<file path="src/rtl/spi_master_multi.sv">
// SPI master with runtime-selectable mode (CPOL/CPHA), bit order and
// transfer length, plus NCS chip selects with a minimum deselect gap.
// Every SPI-facing output is registered so SCK/MOSI/CSN are glitch-free.
//
// state    | meaning
// ---------+-----------------------------------------------------------
// ST_IDLE  | ready for a request; SCK parked at last cpol, CSN all high
// ST_SETUP | CS asserted, SCK at cpol, first bit on MOSI when cpha=0
// ST_SHIFT | 2n half-periods, SCK toggles at the end of each one
// ST_HOLD  | CS still asserted after the last SCK edge
// ST_GAP   | all CS released; minimum deselect time before next transfer
module spi_master_multi #(
   parameter  int DATA_W = 32,
   parameter  int NCS    = 2,
   parameter  int DIV    = 200,
   localparam int NB_W   = $clog2(DATA_W) + 1,
   localparam int CS_W   = (NCS > 1) ? $clog2(NCS) : 1
) (
   input  logic              clk_in,
   input  logic              nrst,
   input  logic              request,
   output logic              ready,
   output logic              done,
   input  logic [DATA_W-1:0] mosi_data,
   output logic [DATA_W-1:0] miso_data,
   input  logic [NB_W-1:0]   nbits,
   input  logic [CS_W-1:0]   cs_sel,
   input  logic              cpol,
   input  logic              cpha,
   input  logic              lsb_first,
   output logic              spi_sck,
   output logic              spi_mosi,
   input  logic              spi_miso,
   output logic [NCS-1:0]    spi_csn
);

   localparam int                DIV_W  = (DIV > 1) ? $clog2(DIV) : 1;
   localparam int                HP_W   = NB_W + 1;
   localparam logic [DIV_W-1:0]  DIV_LD = DIV_W'(DIV - 1);
   localparam logic [NB_W-1:0]   NB_MAX = NB_W'(DATA_W);

   typedef enum logic [2:0] {
      ST_IDLE,
      ST_SETUP,
      ST_SHIFT,
      ST_HOLD,
      ST_GAP
   } state_t;

   state_t            state_q,   state_d;
   logic [DIV_W-1:0]  div_cnt_q, div_cnt_d;
   logic [HP_W-1:0]   hp_cnt_q,  hp_cnt_d;
   logic [NB_W-1:0]   n_q,       n_d;
   logic              cpha_q,    cpha_d;
   logic              lsb_q,     lsb_d;
   logic [DATA_W-1:0] tx_q,      tx_d;
   logic [DATA_W-1:0] rx_q,      rx_d;
   logic [DATA_W-1:0] miso_q,    miso_d;
   logic              done_q,    done_d;
   logic              sck_q,     sck_d;
   logic              mosi_q,    mosi_d;
   logic [NCS-1:0]    csn_q,     csn_d;

   logic [NB_W-1:0]   n_clamp;
   logic [DATA_W-1:0] tx_align;
   logic              first_bit;
   logic [DATA_W-1:0] tx_align_sh;
   logic              cur_bit;
   logic [DATA_W-1:0] tx_shift;
   logic [DATA_W-1:0] rx_in;
   logic [DATA_W-1:0] rx_final;
   logic [NCS-1:0]    csn_sel;
   logic              div_tc;
   logic              leading;
   logic              last_hp;

   // Request-side helpers: clamp length and pre-align the word so the
   // first bit to send always sits at bit 0 (LSB-first) or the MSB.
   always_comb begin
      n_clamp     = (nbits == '0 || nbits > NB_MAX) ? NB_MAX : nbits;
      tx_align    = lsb_first ? mosi_data : (mosi_data << (NB_MAX - n_clamp));
      first_bit   = lsb_first ? tx_align[0] : tx_align[DATA_W-1];
      tx_align_sh = lsb_first ? (tx_align >> 1) : (tx_align << 1);
   end

   // Shift-path helpers for the transfer in flight.
   always_comb begin
      cur_bit  = lsb_q ? tx_q[0] : tx_q[DATA_W-1];
      tx_shift = lsb_q ? (tx_q >> 1) : (tx_q << 1);
      // LSB-first fills from the top and is right-aligned at completion;
      // MSB-first fills from bit 0 so the first bit lands at n-1.
      rx_in    = lsb_q ? {spi_miso, rx_q[DATA_W-1:1]} : {rx_q[DATA_W-2:0], spi_miso};
      rx_final = lsb_q ? (rx_q >> (NB_MAX - n_q)) : rx_q;
      div_tc   = (div_cnt_q == '0);
      // hp_cnt starts at 2n-1 (odd), so odd values end a leading half.
      leading  = hp_cnt_q[0];
      last_hp  = (hp_cnt_q == '0);
   end

   // Chip-select decode; an out-of-range select asserts nothing.
   always_comb begin
      csn_sel = '1;
      for (int i = 0; i < NCS; i++) begin
         if (cs_sel == CS_W'(i)) begin
            csn_sel[i] = 1'b0;
         end
      end
   end

   // Next-state and datapath updates for the transfer sequencer.
   always_comb begin
      state_d   = state_q;
      div_cnt_d = div_cnt_q;
      hp_cnt_d  = hp_cnt_q;
      n_d       = n_q;
      cpha_d    = cpha_q;
      lsb_d     = lsb_q;
      tx_d      = tx_q;
      rx_d      = rx_q;
      miso_d    = miso_q;
      done_d    = 1'b0;
      sck_d     = sck_q;
      mosi_d    = mosi_q;
      csn_d     = csn_q;

      if (state_q != ST_IDLE) begin
         div_cnt_d = div_tc ? DIV_LD : (div_cnt_q - DIV_W'(1));
      end

      case (state_q)
         ST_IDLE: begin
            if (request) begin
               state_d   = ST_SETUP;
               div_cnt_d = DIV_LD;
               n_d       = n_clamp;
               cpha_d    = cpha;
               lsb_d     = lsb_first;
               sck_d     = cpol;
               csn_d     = csn_sel;
               rx_d      = '0;
               tx_d      = tx_align;
               if (!cpha) begin
                  mosi_d = first_bit;
                  tx_d   = tx_align_sh;
               end
            end
         end

         ST_SETUP: begin
            if (div_tc) begin
               state_d  = ST_SHIFT;
               hp_cnt_d = {n_q, 1'b0} - HP_W'(1);
            end
         end

         ST_SHIFT: begin
            if (div_tc) begin
               sck_d = ~sck_q;
               if (leading) begin
                  if (cpha_q) begin
                     mosi_d = cur_bit;
                     tx_d   = tx_shift;
                  end else begin
                     rx_d = rx_in;
                  end
               end else begin
                  if (cpha_q) begin
                     rx_d = rx_in;
                  end else if (!last_hp) begin
                     mosi_d = cur_bit;
                     tx_d   = tx_shift;
                  end
               end
               if (last_hp) begin
                  state_d = ST_HOLD;
               end else begin
                  hp_cnt_d = hp_cnt_q - HP_W'(1);
               end
            end
         end

         ST_HOLD: begin
            if (div_tc) begin
               state_d = ST_GAP;
               csn_d   = '1;
            end
         end

         ST_GAP: begin
            if (div_tc) begin
               state_d   = ST_IDLE;
               div_cnt_d = '0;
               miso_d    = rx_final;
               done_d    = 1'b1;
            end
         end

         default: begin
            state_d = ST_IDLE;
            csn_d   = '1;
         end
      endcase
   end

   // State and datapath registers; reset aborts any transfer at once.
   always_ff @(posedge clk_in or negedge nrst) begin
      if (!nrst) begin
         state_q   <= ST_IDLE;
         div_cnt_q <= '0;
         hp_cnt_q  <= '0;
         n_q       <= '0;
         cpha_q    <= 1'b0;
         lsb_q     <= 1'b0;
         tx_q      <= '0;
         rx_q      <= '0;
         miso_q    <= '0;
         done_q    <= 1'b0;
         sck_q     <= 1'b0;
         mosi_q    <= 1'b0;
         csn_q     <= '1;
      end else begin
         state_q   <= state_d;
         div_cnt_q <= div_cnt_d;
         hp_cnt_q  <= hp_cnt_d;
         n_q       <= n_d;
         cpha_q    <= cpha_d;
         lsb_q     <= lsb_d;
         tx_q      <= tx_d;
         rx_q      <= rx_d;
         miso_q    <= miso_d;
         done_q    <= done_d;
         sck_q     <= sck_d;
         mosi_q    <= mosi_d;
         csn_q     <= csn_d;
      end
   end

   assign ready     = (state_q == ST_IDLE);
   assign done      = done_q;
   assign miso_data = miso_q;
   assign spi_sck   = sck_q;
   assign spi_mosi  = mosi_q;
   assign spi_csn   = csn_q;

endmodule
</file>
<file path="config.mk">
export PLATFORM = sky130hd
export DESIGN_NAME = spi_master_multi
export DESIGN_NICKNAME = d
export VERILOG_FILES = /design/src/rtl/spi_master_multi.sv
export SDC_FILE = /design/constraint.sdc
export NUM_CORES = 1
export LEC_CHECK = 0
export ABC_CLOCK_PERIOD_IN_PS = 4600
export CORE_ASPECT_RATIO = 0.6
export CORE_MARGIN = 4
export CORE_UTILIZATION = 35
export DETAILED_ROUTE_END_ITERATION = 8
export SYNTH_ARGS = -nofsm -noshare
export SYNTH_HDL_FRONTEND = slang
export SYNTH_SLANG_ARGS = --single-unit
</file>
<file path="constraint.sdc">
create_clock -name clk_in -period 4.6 [get_ports clk_in]
set_clock_uncertainty 0.2 [all_clocks]
set_input_delay 0.46 -clock clk_in [delete_from_list [all_inputs] [get_ports clk_in]]
set_output_delay 0.46 -clock clk_in [all_outputs]
set_load 0.01 [all_outputs]
</file>
== Word-level counts from Yosys, hierarchy flattened ==
Cells that the tools add are included.
Operators by class
  $add $sub $neg: 5
  shift operators: 2
  reduce and logical (&&, ||, !) cells: 18
  $lt $le $gt $ge: 1
  equal/unequal tests: 17
  mux-type cells: 56
  bitwise gates (word level): 2
Operators with widths (number)
  $mux 32: 17
  $pmux 32 s2: 2
  $mux 8: 4
  $shl 32x6->32: 1
  $shr 32x6->32: 1
  $mux 7: 3
  $mux 3: 6
  $ne 2x2->1 const B: 8
  $pmux 8 s2: 1
  $mux 1: 15
  $ne 3x3->1 const B: 5
  $pmux 3 s5: 1
  $pmux 7 s2: 1
  $sub 7x1->7 const B: 2
  $reduce_and 6->1: 2
  $sub 6x6->6 const A: 2
  $logic_not 8->1: 1
  $sub 8x1->8 const B: 1
  $logic_not 7->1: 1
  $reduce_and 7->1: 1
  $eq 3x2->1 const B: 2
  $gt 6x6->1 const B: 1
  $logic_not 6->1: 1
  $mux 6: 1
  15 further kinds: 21
Word-level totals
  register bits after elaboration: 127
  output and inout port bits: 38
  input port bits: 46
  logic and storage cells: 114

== Logic depth before layout (Yosys ltp) ==
Gate-level depths: netlist of run 1.
  depth in word-level cells: 10
  mapped depth: 14
  gate-level depth less buffers: 10

== Worst setup path before layout of run 1 ==
Ideal clock, no wire load.
  path kind: input to register
  from: in nbits[0]
  to: reg tx_q[23]
  slack: 902 ps
  required time: 4274 ps
  path buffers: 3
  arrival time: 3372 ps
  stages: 12
  setup time: 126 ps
  path through: nor2b_2 inv_2 buf_4 buf_4 ha_1 buf_2 xnor2_4 mux4_2 a32o_1 a221o_1 or3b_1 a221o_1
Between the ends
  cells in the longest elaborated chain, start to end: 10
  elaborated cells on any way between the ends: 11
  those cells by class: add/sub (1); order compare (1); shift (1); mux (6); reduce/logical (2)
RTL lines
  start: declaration: line 26  | input logic [NB_W-1:0] nbits,
  $gt 6x6->1 or $logic_not 6->1 (tied branches): line 80  | n_clamp = (nbits == '0 || nbits > NB_MAX) ? NB_MAX : nbits;
  $logic_or 1x1->1: line 80
  $mux 6 (*): line 80
  $sub 6x6->6 (*): line 81  | tx_align = lsb_first ? mosi_data : (mosi_data << (NB_MAX - n_clamp));
  $shl 32x6->32 (*): line 81
  $mux 32 (*): line 81
  $mux 32: line 83  | tx_align_sh = lsb_first ? (tx_align >> 1) : (tx_align << 1);
  $mux 32 (*): line 142  | if (!cpha) begin
  $mux 32 (*): line 132  | if (request) begin
  $pmux 32 s2 (*): line 130  | case (state_q)
  end signal: assignment: line 228  | tx_q <= tx_d;
  end: declaration: line 56  | logic [DATA_W-1:0] tx_q, tx_d;
Every way passes the cells marked *; elsewhere a longest branch is shown, timed or not. The select of a mux whose other input is x is not followed.
A chain may end at the register's enable or synchronous reset.

== Final worst setup path of run 1 ==
  from: in nbits[5]
  to: reg tx_q[22]
The elaborated chain is that of the path after synthesis.

==> results of run 1 <==
[logic make-up after synthesis]
group / after synthesis
and+or+nand+nor: 422
xor gates and xnor gates: 14
buffers and inverters: 118
AOI/OAI and AO/OA: 357
adders and majority gates: 5
muxes: 168
DFF: 127
[through the flow]
step / hold WS [ns] / worst slack (ns) / utilization [%] / cells / area [um^2]
after floorplan: -0.0356 / 0.902 / - / 1211 / 10600
after CTS: 0.279 / 0.898 / 41.8 / 1675 / 12500
after global routing: 0.305 / 0.552 / 41.8 / 1675 / 12500
after global placement: 0.261 / 0.476 / 39.8 / 1642 / 11900
final: 0.275 / 0.750 / 41.8 / 1675 / 12500
after detailed placement: 0.263 / 0.454 / 39.8 / 1642 / 11900
[power groups by stage]
stage | Sequential, W | Clock (W) | Combinational [W]
finish | 0.00173 | 0.00135 | 0.00258
floorplan | 0.00152 | 0 | 0.00198
global route | 0.00176 | 0.00144 | 0.00278
detailed placement | 0.00174 | 0 | 0.00253
global placement | 0.00173 | 0 | 0.00252
CTS | 0.00172 | 0.00138 | 0.00254
[synth_stat cells (all sizes together) (6+ instances only)]
| master | number |
|---|---|
| mux2i | 94 |
| xnor2 | 8 |
| nor2 | 71 |
| dfrtp | 125 |
| a221oi | 10 |
| inv | 15 |
| and2 | 6 |
| o22ai | 9 |
| nand2 | 191 |
| nor3 | 53 |
| a221o | 6 |
| nand2b | 10 |
| o21ai | 78 |
| a31oi | 16 |
| o31ai | 50 |
| clkbuf | 81 |
| a21oi | 93 |
| xor2 | 6 |
| buf | 22 |
| mux2 | 13 |
| nor2b | 26 |
| a22o | 7 |
| o211ai | 12 |
| a211oi | 17 |
| mux4 | 61 |
| o21a | 6 |
| nor3b | 7 |
| nand3 | 22 |
[worst reg2reg max path, cell delays in order (launching register included)]
cell and delay, ns:
dfrtp_2 0.65, inv_1 0.16, ha_1 0.77, mux2i_1 0.15, o21ai_0 0.55, mux2i_1 0.31
mux4_2 0.51, nor2_1 0.15, o21ai_0 0.14, nand2_1 0.11
[how the worst max path moves through the flow]
stage	slack, ns	startpoint	cells past startpoint	end
finish	0.75	nbits[5]	10	tx_q[22]
global route	0.55	nbits[0]	13	tx_q[3]
CTS	0.90	n_q[0]	9	miso_data[1]
detailed placement	0.45	nbits[5]	11	tx_q[18]
global placement	0.48	nbits[5]	11	tx_q[18]
floorplan	0.90	nbits[0]	12	tx_q[23]
[cell type report]
cell class                 instances  area share, %
clock buffer                      17           3.40
timing repair buffer             127           9.38
tap                              408           4.08
clock inverter                    15           1.22
sequential                       127           25.5
multi-input combinational        966           56.0
inverter                          15          0.450
[repair_timing]
item	CTS	global route
hold buffers	1	0
buffers inserted	0	0
endpoints found under the setup margin	0	0
endpoints found under the hold margin	62	0
[sequential cells by signal, indices dropped and copies added, names as in the netlist, 2 cells and up]
register,flops
tx_q,32
rx_q,32
n_q,6
miso_data,32
spi_csn,2
state_q,3
hp_cnt_q,7
div_cnt_q,8
[metal layers]
layer | routed length, um | share of wire (%) | global-route usage (%) | up-vias
met4 | 407 | 1.1 | 3.64 | 0
met5 | 0 | 0 | 0 | -
met1 | 19400 | 52 | 38.9 | 5046
met3 | 4330 | 12 | 6.84 | 42
li1 | - | - | - | 4664
met2 | 13100 | 35 | 25.8 | 548
[placed cells by master (no fill, tap or decap), drive strengths merged, types with 7 or more instances in the layout]
| cell | netlist | routed |
|---|---|---|
| a31oi | 16 | 16 |
| clkbuf | 81 | 17 |
| mux2 | 13 | 13 |
| nor3b | 7 | 7 |
| a221oi | 10 | 10 |
| nor2b | 26 | 26 |
| nand2b | 10 | 10 |
| a21oi | 93 | 93 |
| mux2i | 94 | 94 |
| buf | 22 | 45 |
| nand3 | 22 | 22 |
| xnor2 | 8 | 8 |
| nand2 | 191 | 191 |
| inv | 15 | 22 |
| a211oi | 17 | 17 |
| dfrtp | 125 | 125 |
| a22o | 7 | 7 |
| mux4 | 61 | 61 |
| nor2 | 71 | 71 |
| o211ai | 12 | 12 |
| clkdlybuf4s50 | 0 | 81 |
| nor3 | 53 | 53 |
| o22ai | 9 | 9 |
| o21ai | 78 | 78 |
| o31ai | 50 | 50 |
==> impl_metrics.yaml, run 1 <==
placement:
  port_buffers: 83
  hpwl_mm: 27.6
  gp_congestion: 0.974
sta:
  maxSlewViolCount: 0
  post-route-min-period_ns: 3.85
  worst_pin_slew_ns: 0.995
  relSlewSlack_pct: 33.7
  fin_crit_sh_pct: 83.7
  hold_viol_final: 0
  max_freq_ghz: 0.260
  rsz0062_at_grt: "false"
  tns_ns: 0
  setup_viol: 0
drt:
  drt_iter0_markers: 1251
  totalWireLength_mm: 37.2
  ant_nets: 0
  drt_first_pass_iters: 5
  viasPerCell: 6.15
  vias: 10300
  drc_errors: 0
  wl_per_cell_um: 22.2
clocking:
  tritoncts: "done"
  cts_buffers: 17
  cts.sinks: 127
  cts_buffer_depth: 2
  path_clk_slew_ns: 0.07
  h-tree-depth: 4
  cts_resized: 0
  clock_latency_ns: 0.44
  cts_root_buf: "clkbuf_16"
worst_setup_path:
  start_kind: "input pin"
  crit_arrival_ns: 3.99
  critical_path.top_delay_family: "buffers and inverters"
  worst_path_max_delay_cell: "clkdlybuf4s50_1"
  crit_fanout: 10
  endpoint_kind: "flop"
  r2r_setup_slack_ns: 0.85
  worstPathCellList: "clkdlybuf4s50_1 -> nor2b_2 -> inv_2 -> ha_1 -> inv_1 -> buf_4 -> a21oi_1 -> o22ai_1 -> or4bb_1 -> a21o_1"
  ff2ff_path_depth: 9
  r2r-start: "n_q[0]"
  r2r_end: "miso_data[1]"
  critPathKind: "input pin to flop"
  required_ns: 4.74
  cpPeakStageDelay_ns: 0.57
  crit_buf_inv: 4
layout:
  syn2layout_area_growth_pct: 17.9
  antennaDiodeCount: 0
  seq_area_um2: 3190
  fillers: 3040
  drive_gt1_share_pct: 13.8
  multi_input_area_um2: 7000
  nets: 1305
yosys:
  yosysTopAreaCellShare_pct: 29.5
  synth_flop_cell: "dfrtp_1"
  synth_area_per_cell_um2: 8.76
  synth_cell_types: 70
  muxShareOfSynthArea_pct: 23.2
  syn_area_um2: 10600
  synth_compound_area_share_pct: 21.9
  yosysWarnings: 0
  synth_adder_area_share_pct: 0.590
  synth_top_family_by_area: "multiplexers"
  synth.area.top_cells: "dfrtp_1 (29%), mux4_2 (13%), mux2i_1 (8.9%)"
  synth_xor_area_share_pct: 1.33
  async_reset_ff_share_pct: 100
  seq_area_frac_synth_pct: 30.0
  synth_edf_count: 0
  ys_ff_latch: 127
  syn-num-nets: 1262
  yosys.area.top_type: "dfrtp_1"
  syn_inst: 1211
  synthSimpleGateAreaFrac_pct: 18.5
worst_hold_path:
  min-delay-path-class: "flop to flop"
  holdPathStages: 2
  min_to: "miso_data[1]"
  hp-start: "miso_data[1]"
power_and_ir_drop:
  p_per_area_nw_per_um2: 453
  p_leak_nw: 4.91
  switching_share_pct: 43.5
  switchingPower_w: 0.00246
  clkPwrFrac_pct: 23.9
  sequentialPowerShare_pct: 30.5
  power.internal_w: 0.00320
  ir_drop_mv: 0.406
  combinationalPowerShare_pct: 45.6
  total_power_w: 0.00566
grt:
  grt_pass1_wl_mm: 57.9
  overflow: 0
  grt.total_usage_pct: 22.4
  grt_pass1_vias: 9132
  antenna_found_initial: 0
  grt_max_degree: 100
floorplanning:
  initial_core_util_pct: 35.5
  io_pins: 84
  core-area_um2: 29900
  die_h_um: 143
  row_count: 49
  die_area_um2: 33200
  die_width_um: 233
status:
  outcome: "finished, final reports clean"
run:
  cap_violations: 0
Note: power is estimated with default switching activity, not from simulation.
==> inputs of run 2 (changes only) <==
Settings changed: ABC_CLOCK_PERIOD_IN_PS 4600 to 3500.
Clock period 4.6 ns to 3.5 ns, I/O delays scaled along.
==> run 2 against run 1 <==
Compared with the run above: global-route usage is 0.69 points higher; utilization rose by 2.7 points; die area unchanged; sequential share of layout area fell by 1.5 points; routed wire length rose by 2.5%; cell area grew 6.4%; largest power group unchanged; highest routed layer unchanged.
==> impl_metrics.yaml, run 2 (synthesis results as in run 1) <==
grt:
  grt_max_degree: 73
  grt_pass1_wl_mm: 59.6
  overflow: 0
  grt.total_usage_pct: 23.1
  antenna_found_initial: 0
  grt_pass1_vias: 9824
worst_setup_path:
  start_kind: "input pin"
  worst_path_max_delay_cell: "clkdlybuf4s50_1"
  r2r_end: "miso_data[1]"
  r2r-start: "n_q[0]"
  critical_path.top_delay_family: "buffers and inverters"
  critPathKind: "input pin to flop"
  worstPathCellList: "clkdlybuf4s50_1 -> nand2b_1 -> ha_1 -> buf_12 -> xor2_2 -> buf_4 -> mux4_2 -> mux2i_1 -> a21oi_1 -> and3_1 -> o31ai_1"
  crit_arrival_ns: 3.46
  crit_fanout: 13
  ff2ff_path_depth: 9
  crit_buf_inv: 3
  cpPeakStageDelay_ns: 0.56
  endpoint_kind: "flop"
  required_ns: 3.64
  r2r_setup_slack_ns: 0.34
placement:
  hpwl_mm: 29.4
  gp_congestion: 1.00
  port_buffers: 83
sta:
  max_freq_ghz: 0.301
  tns_ns: 0
  relSlewSlack_pct: 45.2
  hold_viol_final: 0
  post-route-min-period_ns: 3.32
  holdWs_ns: 0.260
  worst_pin_slew_ns: 0.815
  rsz0062_at_grt: "false"
  maxSlewViolCount: 0
  setup_viol: 0
  fin_crit_sh_pct: 94.8
drt:
  ant_nets: 0
  drc_errors: 0
  totalWireLength_mm: 38.1
  drt_iter0_markers: 1261
  wl_per_cell_um: 21.5
  viasPerCell: 6.00
  drt_first_pass_iters: 5
  vias: 10611
layout:
  layout_common_cells: "nand2_1 (190), buf_4 (131), dfrtp_1 (123)"
  fillers: 2979
  drive_gt1_share_pct: 19.7
  antennaDiodeCount: 0
  final_common_cell: "nand2_1"
  fin_util_pct: 44.5
  syn2layout_area_growth_pct: 25.4
  multi_input_area_um2: 7010
  nets: 1399
  seq_area_um2: 3190
clocking:
  cts_root_buf: "clkbuf_16"
  post_cts_buffers: 0
  cts_buffer_depth: 2
  path_clk_slew_ns: 0.06
  clock_latency_ns: 0.44
  tritoncts: "done"
  cts_buffers: 17
  cts.sinks: 127
  h-tree-depth: 4
worst_hold_path:
  min-delay-path-class: "input pin to flop"
  hp-start: "cs_sel"
  min_to: "spi_csn[1]"
  holdPathStages: 2
power_and_ir_drop:
  p_per_area_nw_per_um2: 578
  ir_drop_mv: 0.383
  p_leak_nw: 5.39
floorplanning:
  io_pins: 84
  initial_core_util_pct: 35.5
  row_count: 49
  core-area_um2: 29900
  die_h_um: 143
  die_width_um: 233
  die_area_um2: 33200
status:
  outcome: "finished, final reports clean"
run:
  cap_violations: 0
-- run 2: cell type report --
| class | instances | area share (%) |
|---|---|---|
| Clock inverter | 14 | 1.19 |
| Clock buffer | 18 | 3.23 |
| Inverter | 15 | 0.423 |
| Tap cell | 408 | 3.84 |
| Multi-Input combinational cell | 966 | 52.7 |
| Sequential cell | 127 | 23.9 |
| Timing Repair Buffer | 221 | 14.7 |
-- run 2: worst max path at each step --
stage	to	cells past startpoint	slack, ns	startpoint
2_1_floorplan	miso_data[8]	13	0.02	n_q[0]
3_3_place_gp	tx_q[23]	11	-0.24	nbits[5]
3_5_place_dp	tx_q[23]	11	-0.32	nbits[5]
4_1_cts	tx_q[23]	11	0.15	nbits[5]
5_1_grt	tx_q[16]	10	0.07	nbits[5]
6_report	tx_q[24]	11	0.18	nbits[5]
-- run 2: repair_timing --
| item | in CTS | in global routing |
|---|---|---|
| endpoints found under the hold margin | 47 | 0 |
| endpoints found under the setup margin | 0 | 1 |
| hold buffers | 1 | 0 |
| resized for setup | 0 | 2 |
-- run 2: metal layers --
metal	vias up	part of all wire (%)	global-route usage, %
met5	-	0	0
met4	0	0.98	4.84
met3	29	13	8.15
met2	551	36	28.1
met1	5173	50	37.9
li1	4858	-	-
-- run 2: per-stage QoR --
| step | total power (W) | std cells | worst slack, ns | area, um^2 |
|---|---|---|---|---|
| after floorplan | 0.00461 | 1211 | 0.0157 | 10600 |
| after global placement | 0.00586 | 1736 | -0.241 | 12700 |
| after detailed placement | 0.00586 | 1736 | -0.317 | 12700 |
| after CTS | 0.00768 | 1769 | 0.148 | 13300 |
| after global routing | 0.00816 | 1769 | 0.0737 | 13300 |
| final | 0.00769 | 1769 | 0.183 | 13300 |
-- run 2: report_power, final --
part,internal [W],switching [W]
clock,0.00106,0.000730
combinational,0.00164,0.00213
sequential,0.00179,0.000342
==> inputs of run 3 (changes only) <==
Settings changed: DONT_BUFFER_PORTS from default to 1, PLACE_DENSITY from default to 0.58, SETUP_SLACK_MARGIN from default to 0.02.
==> run 3 against run 2 <==
Compared with the run above: maximum frequency grew 0.39%; non-clock buffer count shrank 135; setup slack gained 0.013 ns; via count shrank 5.5%; final cell count shrank 7.6%; clock power is essentially flat; total power shrank 3.4%; first-iteration DRC count shrank 9.2%; sequential power grew 2%; critical path depth is the same; die area is the same; routed wire length shrank 2.0%; critical path type unchanged.
==> impl_metrics.yaml, run 3 (synthesis results as in run 1) <==
drt:
  totalWireLength_mm: 37.3
  wl_per_cell_um: 22.8
  ant_nets: 0
  drc_errors: 0
  vias: 10032
  drt_iter0_markers: 1145
  viasPerCell: 6.14
  drt_first_pass_iters: 7
clocking:
  cts_buffer_depth: 2
  cts_buffers: 17
  cts.sinks: 127
  tritoncts: "done"
  clock_latency_ns: 0.44
  cts_root_buf: "clkbuf_16"
  path_clk_slew_ns: 0.07
  h-tree-depth: 4
power_and_ir_drop:
  p_leak_nw: 4.80
  power.internal_w: 0.00429
  switchingPower_w: 0.00314
  clkPwrFrac_pct: 24.5
  p_per_area_nw_per_um2: 613
  sequentialPowerShare_pct: 29.2
  combinationalPowerShare_pct: 46.3
  switching_share_pct: 42.2
  ir_drop_mv: 0.470
layout:
  final_area_um2: 12100
  drive_gt1_share_pct: 15.5
  syn2layout_area_growth_pct: 14.2
  fin_cells: 1634
  nets: 1264
  fillers: 3073
  final_common_cell: "nand2_1"
  layout_common_cells: "nand2_1 (190), dfrtp_1 (123), mux2i_1 (94)"
  antennaDiodeCount: 0
floorplanning:
  initial_core_util_pct: 35.5
  io_pins: 84
  die_width_um: 233
  die_area_um2: 33200
  row_count: 49
  core-area_um2: 29900
  die_h_um: 143
worst_setup_path:
  r2r_setup_slack_ns: 0.23
  r2r-start: "n_q[1]"
  crit_fanout: 16
  crit_arrival_ns: 3.43
  worst_path_max_delay_cell: "dlygate4sd3_1"
  start_kind: "input pin"
  worstPathCellList: "dlygate4sd3_1 -> nor2b_4 -> xnor2_4 -> buf_4 -> mux2i_1 -> a22o_1 -> o31ai_1 -> buf_4 -> a221oi_1 -> dlygate4sd3_1 -> o21ai_0"
  required_ns: 3.62
  cpPeakStageDelay_ns: 0.59
  critPathKind: "input pin to flop"
  critPathLaunch: "nbits[5]"
  endpoint_kind: "flop"
placement:
  post_dp_cell_area_um2: 11200
  port_buffers: 0
  gp_congestion: 1.00
  dp.cells: 1575
  hpwl_mm: 27.3
status:
  outcome: "finished, final reports clean"
sta:
  hold_viol_final: 0
  rsz0062_at_grt: "false"
  post-route-min-period_ns: 3.30
  setup_viol: 0
  tns_ns: 0
  fin_crit_sh_pct: 94.4
  max_freq_ghz: 0.303
  relSlewSlack_pct: 34.6
  maxSlewViolCount: 0
  worst_pin_slew_ns: 0.979
grt:
  antenna_found_initial: 0
  grt_pass1_vias: 9450
  grt_max_degree: 128
  grt_pass1_wl_mm: 58.6
  overflow: 0
  grt.total_usage_pct: 22.8
run:
  cap_violations: 0
worst_hold_path:
  min-delay-path-class: "input pin to flop"
  hp-start: "cpha"
run 3: changes by cell type in the layout (fill, tap and decap cells not counted), moves of 2 or more:
cell and change:
clkdlybuf4s50_1 -82, buf_4 -74, dlygate4sd3_1 +25, buf_12 -5, clkinv_2 -2
run 3: metrics by stage:
stage / utilization, % / worst slack [ns] / power (W) / hold slack, ns
after floorplan: - / 0.0232 / 0.00461 / -0.146
after global placement: 37.5 / 0.145 / 0.00547 / -0.141
after detailed placement: 37.5 / 0.149 / 0.00550 / -0.140
after CTS: 40.5 / 0.142 / 0.00742 / 0.000926
after global routing: 40.5 / 0.0280 / 0.00790 / 0.0168
final: 40.5 / 0.196 / 0.00743 / 0.00932
run 3: routing by layer:
layer	track usage [%]	part of all wire [%]	wire length, um	vias up
met5	0	0	0	-
met4	4.46	1.1	427	0
met3	9.59	13	4770	51
met2	26.8	36	13400	520
met1	37.3	50	18800	4895
li1	-	-	-	4566
run 3: area by class of cell:
| type | count | area (um^2) | area share, % |
|---|---|---|---|
| Tap cell | 408 | 510 | 4.22 |
| Timing Repair Buffer | 86 | 756 | 6.24 |
| Clock buffer | 17 | 425 | 3.51 |
| Sequential cell | 127 | 3190 | 26.3 |
| Clock inverter | 15 | 173 | 1.43 |
| Inverter | 15 | 56.3 | 0.465 |
| Multi-Input combinational cell | 966 | 7000 | 57.8 |
run 3: what timing repair did:
| action | CTS | global route |
|---|---|---|
| resized for setup | 0 | 1 |
| hold endpoints to repair | 162 | 0 |
| buffers inserted | 0 | 0 |
| setup endpoints to repair | 0 | 1 |
| hold buffers | 27 | 0 |
run 3: worst paths after layout:
path                                      to  cells past startpoint
worst min-delay path                tx_q[21]                      2
worst max register to register  miso_data[8]                     10
worst max-delay path                tx_q[11]                     11
min in group asynchronous       div_cnt_q[6]                      2
worst min register to register  div_cnt_q[6]                      1
max in group asynchronous              lsb_q                      2
run 3: worst max-delay path, delay by kind of cell:
| kind | cells | cell delay (ns) |
|---|---|---|
| AND/OR/NAND/NOR | 1 | 0.31 |
| AO/OA/AOI/OAI | 4 | 0.63 |
| multiplexers | 1 | 0.31 |
| buffers and inverters | 4 | 1.59 |
| XOR/XNOR | 1 | 0.22 |
run 3: power groups by stage:
stage | combinational [W] | sequential (W) | clock, W
floorplan | 0.00261 | 0.00200 | 0
global placement | 0.00329 | 0.00218 | 0
detailed placement | 0.00331 | 0.00219 | 0
CTS | 0.00339 | 0.00217 | 0.00186
global route | 0.00375 | 0.00222 | 0.00194
finish | 0.00344 | 0.00217 | 0.00182
